File: src/rtl/mem_access_unit.sv
// Initiator for a byte-wide, little-endian data memory: splits one 8/16-bit
// load/store from the MEM stage into one or two byte transactions with wait states.
module mem_access_unit #(
  parameter int TIMEOUT = 255
) (
  input  logic        clk,
  input  logic        rst,
  input  logic        req_valid,
  output logic        req_ready,
  input  logic        req_write,
  input  logic        req_byte,
  input  logic        req_signed,
  input  logic [15:0] req_addr,
  input  logic [15:0] req_wdata,
  output logic        resp_valid,
  output logic [15:0] resp_rdata,
  output logic        resp_err,
  output logic        stall,
  output logic [15:0] mem_addr,
  output logic [7:0]  mem_wdata,
  output logic        mem_we,
  output logic        mem_re,
  input  logic [7:0]  mem_rdata,
  input  logic        mem_ready
);

  typedef enum logic [1:0] {IDLE, LO, HI, DONE} state_t;

  // The abort fires on the wait cycle that brings the counter up to TIMEOUT.
  localparam logic [7:0] LIMIT = 8'(TIMEOUT - 1);

  state_t      state;
  logic [15:0] addr;
  logic [15:0] wdata;
  logic [15:0] rdata;
  logic        is_write;
  logic        is_byte;
  logic        is_signed;
  logic        err;
  logic [7:0]  wait_cnt;

  function automatic logic [15:0] byte_ext(input logic [7:0] b, input logic sgn);
    return {{8{b[7] & sgn}}, b};
  endfunction

  // Outputs are registered, so each transition also loads the strobes and
  // response fields that belong to the state being entered.
  always_ff @(posedge clk) begin
    if (rst) begin
      state      <= IDLE;
      addr       <= '0;
      wdata      <= '0;
      rdata      <= '0;
      is_write   <= 1'b0;
      is_byte    <= 1'b0;
      is_signed  <= 1'b0;
      err        <= 1'b0;
      wait_cnt   <= '0;
      req_ready  <= 1'b1;
      resp_valid <= 1'b0;
      resp_rdata <= '0;
      resp_err   <= 1'b0;
      stall      <= 1'b0;
      mem_addr   <= '0;
      mem_wdata  <= '0;
      mem_we     <= 1'b0;
      mem_re     <= 1'b0;
    end else begin
      resp_valid <= 1'b0;
      unique case (state)
        IDLE: begin
          if (req_valid) begin
            addr       <= req_addr;
            wdata      <= req_wdata;
            is_write   <= req_write;
            is_byte    <= req_byte;
            is_signed  <= req_signed;
            rdata      <= '0;
            err        <= 1'b0;
            wait_cnt   <= '0;
            resp_rdata <= '0;
            resp_err   <= 1'b0;
            req_ready  <= 1'b0;
            stall      <= 1'b1;
            mem_addr   <= req_addr;
            mem_wdata  <= req_wdata[7:0];
            mem_we     <= req_write;
            mem_re     <= ~req_write;
            state      <= LO;
          end
        end
        LO: begin
          if (mem_ready) begin
            wait_cnt <= '0;
            if (!is_write) rdata[7:0] <= mem_rdata;
            if (is_byte) begin
              state      <= DONE;
              resp_valid <= 1'b1;
              resp_err   <= 1'b0;
              resp_rdata <= is_write ? 16'h0000 : byte_ext(mem_rdata, is_signed);
              mem_we     <= 1'b0;
              mem_re     <= 1'b0;
            end else begin
              state     <= HI;
              mem_addr  <= addr + 16'd1;
              mem_wdata <= wdata[15:8];
            end
          end else if (wait_cnt == LIMIT) begin
            wait_cnt   <= wait_cnt + 8'd1;
            err        <= 1'b1;
            rdata      <= '0;
            state      <= DONE;
            resp_valid <= 1'b1;
            resp_err   <= 1'b1;
            resp_rdata <= '0;
            mem_we     <= 1'b0;
            mem_re     <= 1'b0;
          end else begin
            wait_cnt <= wait_cnt + 8'd1;
          end
        end
        HI: begin
          if (mem_ready) begin
            wait_cnt <= '0;
            if (!is_write) rdata[15:8] <= mem_rdata;
            state      <= DONE;
            resp_valid <= 1'b1;
            resp_err   <= 1'b0;
            resp_rdata <= is_write ? 16'h0000 : {mem_rdata, rdata[7:0]};
            mem_we     <= 1'b0;
            mem_re     <= 1'b0;
          end else if (wait_cnt == LIMIT) begin
            wait_cnt   <= wait_cnt + 8'd1;
            err        <= 1'b1;
            rdata      <= '0;
            state      <= DONE;
            resp_valid <= 1'b1;
            resp_err   <= 1'b1;
            resp_rdata <= '0;
            mem_we     <= 1'b0;
            mem_re     <= 1'b0;
          end else begin
            wait_cnt <= wait_cnt + 8'd1;
          end
        end
        DONE: begin
          state     <= IDLE;
          stall     <= 1'b0;
          req_ready <= 1'b1;
        end
        default: state <= IDLE;
      endcase
    end
  end

endmodule

File: config.mk
export PLATFORM = sky130hd
export DESIGN_NAME = mem_access_unit
export DESIGN_NICKNAME = d
export VERILOG_FILES = /design/src/rtl/mem_access_unit.sv
export SDC_FILE = /design/constraint.sdc
export NUM_CORES = 1
export LEC_CHECK = 0
export ABC_CLOCK_PERIOD_IN_PS = 4300
export BUFFER_PORTS_ARGS = -buffer_cell sky130_fd_sc_hd__buf_2
export CORE_MARGIN = 1.5
export CORE_UTILIZATION = 38
export CTS_CLUSTER_DIAMETER = 40
export CTS_CLUSTER_SIZE = 16
export DETAILED_ROUTE_END_ITERATION = 7
export PLACE_DENSITY = 0.7
export SLEW_MARGIN = 10
export SYNTH_ARGS = -nofsm -noshare
export SYNTH_HDL_FRONTEND = slang
export SYNTH_SLANG_ARGS = --single-unit
File: constraint.sdc
create_clock -name clk -period 4.3 [get_ports clk]
set_input_delay 0.645 -clock clk [delete_from_list [all_inputs] [get_ports clk]]
set_output_delay 0.645 -clock clk [all_outputs]
set_load 0.02 [all_outputs]
=== Yosys cells after proc, flatten, opt, wreduce, memory -nomap -nowiden ===
Cells that the tools add are included.

* Output and inout port bits: 46
* Logic and storage cells: 103
* Bits of input ports: 47
* Bits in registers: 107

* Bitwise operators: 2
* Reductions and logical operators: 13
* Eq/ne operators: 12
* Mux-type cells: 56
* $add $sub $neg: 2

{| class="wikitable"
|+ Operators with widths
! kind !! number
|-
| 2-to-1 mux 16 bit || 11
|-
| one-hot mux 16 bit (3 select lines) || 2
|-
| 2-to-1 mux 8 bit || 10
|-
| one-hot mux 16 bit (2 select lines) || 1
|-
| one-hot mux 8 bit (2 select lines) || 2
|-
| 2-to-1 mux 1 bit || 19
|-
| adder 16 x 1 -> 16 bit, second input constant || 1
|-
| AND reduction 4 bit || 3
|-
| != test 2 bit, second input constant || 5
|-
| != test 3 bit, second input constant || 3
|-
| one-hot mux 1 bit (3 select lines) || 3
|-
| adder 8 x 1 -> 8 bit, second input constant || 1
|-
| equality test 8 bit, second input constant || 1
|-
| 2-to-1 mux 2 bit || 4
|-
| one-hot mux 2 bit (4 select lines) || 1
|-
| one-hot mux 1 bit (2 select lines) || 3
|-
| AND reduction 2 bit || 3
|-
| nonzero test 2 bit || 3
|-
| equality test 2 bit, second input constant || 2
|-
| AND reduction 3 bit || 1
|-
| nonzero test 3 bit || 1
|-
| equality test 2 x 1 -> 1 bit, second input constant || 1
|-
| zero test 2 bit || 1
|-
| OR reduction 2 bit || 1
|-
| other kinds (2) || 2
|}

=== Longest topological paths before layout ===
* Depth after elaboration: 5
* Mapped depth: 9

=== Worst setup path after synthesis ===
No wires, ideal clock.

* Kind: input port to flip-flop
* From: input port mem_ready
* To: register mem_addr[11]
* Path slack: 2.278 ns
* Stages on the path: 4
* Data required time: 4.226 ns
* Data arrival time: 1.948 ns
* Path through: or2b_2 > a211o_2 > or4_1 > a31oi_1

* Word-level cells in the longest chain between the ends: 2

{| class="wikitable"
|+ RTL lines
! item !! line !! source
|-
| start, declared || 24 || <nowiki>input logic mem_ready</nowiki>
|-
| != test 2 bit (no line) || - ||
|-
| AND reduction 4 bit (no line) || - ||
|-
| end signal, assigned || 85 || <nowiki>mem_addr <= req_addr;</nowiki>
|-
| end signal, assigned || 105 || <nowiki>mem_addr <= addr + 16'd1;</nowiki>
|-
| end, declared || 19 || <nowiki>output logic [15:0] mem_addr,</nowiki>
|}

No other way between the ends.
A chain may end at the register's enable or synchronous reset.

=== Worst setup path after layout ===
* From: register state[1]
* To: register rdata[2]

* Word-level cells in the longest chain between the ends: 3
* Elaborated cells between the ends (all ways): 9
* Those cells by class: 5 x eq/ne; 1 x mux; 3 x reduce/logical

{| class="wikitable"
|+ RTL lines
! item !! line !! source
|-
| start, declared || 32 || <nowiki>state_t state;</nowiki>
|-
| start signal, assigned || 50 || <nowiki>state <= IDLE;</nowiki>
|-
| start signal, assigned || 89 || <nowiki>state <= LO;</nowiki>
|-
| start signal, assigned || 97 || <nowiki>state <= DONE;</nowiki>
|-
| equality test 2 x 1 -> 1 bit (tied with other cells) || 70 || <nowiki>unique case (state)</nowiki>
|-
| != test 3 bit (no line) (tied with other cells) || - ||
|-
| AND reduction 4 bit (no line) || - ||
|-
| end signal, assigned || 95 || <nowiki>if (!is_write) rdata[7:0] <= mem_rdata;</nowiki>
|-
| end, declared || 35 || <nowiki>logic [15:0] rdata;</nowiki>
|}

Several ways; a longest one is shown, not always the timed one.

==> reports/qor.yml <==
grt:
  antenna_found_initial: 1
  grt_max_degree: 57
  grt_pass1_vias: 4238
  grt_pass1_wl_um: 20800
  grtUsageTotal: 0.200
  grt_overflow_total: 0
timing:
  tns_ps: 0
  worst_slew_pin_slew_ps: 1160
  min_period_ps: 2580
  slew_violations: 0
  fin_crit_sh: 0.600
  hold_viol_final: 0
  max_freq_ghz: 0.388
  slew_headroom: 0.227
  finClkSkew_ps: 10.1
  rsz0062_at_grt: "false"
  setup_violations: 0
clock_tree:
  root_buffer: "clkbuf_16"
  cts_tree: "done"
  hold_buffers: 0
  htreeDepth: 3
  post_cts_buffers: 0
  numCtsBuffers: 9
  cts_resized: 0
  clockBufferDepth: 2
  clk_latency_ps: 350
  clock-sinks: 91
  clk_pin_slew_ps: 70
synth:
  synth_most_common_cell: "dfxtp_1"
  synth_area_leaders: "dfxtp_1, a21oi_1, nand2_1"
  ys_async_sr_fraction: 0
  synth_ff_type: "dfxtp_1"
  synth.distinct_cells: 64
  synth_area_um2: 4570
  ys_seq_area_frac: 0.399
  avgSynthCellArea_um2: 8.16
  yosysWarningCount: 0
  synth_top_area_frac: 0.399
  synthCells: 560
  syn_nets: 615
  synth_edf_count: 0
  synth_common_cells: "dfxtp_1, nand2_1, a21oi_1"
  synth_top_area_cell: "dfxtp_1"
  ys_seq_elements: 91
detailed_routing:
  drc_errors: 0
  vias: 4452
  routedWlPerCell_um: 16.1
  final_antenna_net_count: 0
  routed_via_density: 5.76
  drt-pass1-iter-count: 5
  first_iter_violations: 253
  routed_wl_um: 12400
placed_design:
  place.gp.congestion: 0.835
  io_buffers: 92
  dp_hpwl_um: 8550
power_and_ir_drop:
  finalPower_mw: 2.61
  powerDensity_nw_per_um2: 489
  p_leak_nw: 2.06
  ir_drop_v: 0.000198
critical_path:
  critPathKind: "reg2reg"
  arrival_ps: 2830
  worst_setup_path_end_kind: "register"
  worstPathRequired_ps: 4550
  worstPathMaxFanout: 15
  critPathLaunchType: "register"
floorplan:
  core-area_um2: 11600
  die-area_um2: 12700
  die_width_um: 113
  start_util: 0.395
  io_pins: 93
  rows: 39
  die_y_um: 113
hold_path:
  hold_class: "reg2reg"
cells_and_area:
  final_nets: 679
  drive_gt1_frac: 0.199
  final_util: 0.461
  syn2layout_area_growth_pct: 16.7
run:
  cap_violations: 0
outcome:
  status: "finished clean"
## power breakdown
group	leakage, nW	total (mW)	switching [mW]	internal, mW
clock	0.148	0.808	0.341	0.466
combinational	1.16	0.778	0.519	0.260
sequential	0.743	1.02	0.0771	0.942
## worst paths after layout
kind	cells past startpoint	slack, ps	start	end
setup / recovery	6	1720	state[1]	rdata[2]
hold / removal	2	450	wdata[12]	wdata[12]
setup reg to reg	6	1720	state[1]	rdata[2]
hold reg to reg	2	450	wdata[12]	wdata[12]
## registers in the layout, indices dropped and copies added, names as in the netlist, 2 cells and up
signal      flops
addr           16
state           2
rdata           8
wait_cnt        8
wdata           8
resp_rdata     16
mem_wdata       8
mem_addr       16
## cell families after synthesis
| logic type | share of synthesized area |
|---|---|
| muxes | 0.0197 |
| AOI/OAI and AO/OA | 0.240 |
| xor gates and xnor gates | 0.0230 |
| buffers and inverters | 0.0581 |
| adders and majority gates | 0.0219 |
| DFF | 0.399 |
| and+or+nand+nor | 0.239 |
## placed cells by master (no fill, tap or decap), types with 4 or more instances in the layout
master,instances
o21ai_0,22
nor2_1,35
a211oi_1,14
nand4_1,15
a21oi_1,69
nand2b_1,9
nand3_1,36
ha_1,7
or3_1,4
a22o_1,6
o221ai_1,4
o22ai_1,6
mux2i_1,9
a311oi_1,4
xnor2_1,9
dfxtp_1,91
clkbuf_16,9
a221o_1,6
nand3b_1,8
a32oi_1,7
nor4_1,7
inv_1,15
and4_1,4
nand2_1,76
buf_2,92
## per-stage QoR
stage          std cells  setup slack (ps)  hold slack, ps  area, µm²
2_1_floorplan        560              2280             436       4570
3_3_place_gp         756              1710             441       5020
3_5_place_dp         756              1710             448       5020
4_1_cts              772              1750             457       5330
5_1_grt              773              1540             472       5330
6_report             773              1720             454       5330
## layer usage
metal	vias to the layer above	track usage	share of wire
met2	150	0.334	0.48
met5	-	0	0
li1	2174	-	-
met1	2110	0.259	0.43
met3	18	0.0378	0.070
met4	0	0.0726	0.016
## layout make-up
type	instances	area (µm²)
Timing Repair Buffer	95	483
Fill cell	1119	6230
Inverter	15	56.3
Clock inverter	6	65.1
Tap cell	143	179
Antenna cell	1	2.50
Clock buffer	10	239
Multi-Input combinational cell	412	2480
Sequential cell	91	1820
## worst max-delay path, cell delays in order (launching register included)
cell and delay, ps:
dfxtp_1 410, inv_1 110, ha_1 380, inv_1 130
a21oi_1 900, o21ai_0 230, a311oi_1 320
No activity file was read; power rests on OpenSTA's default activity.
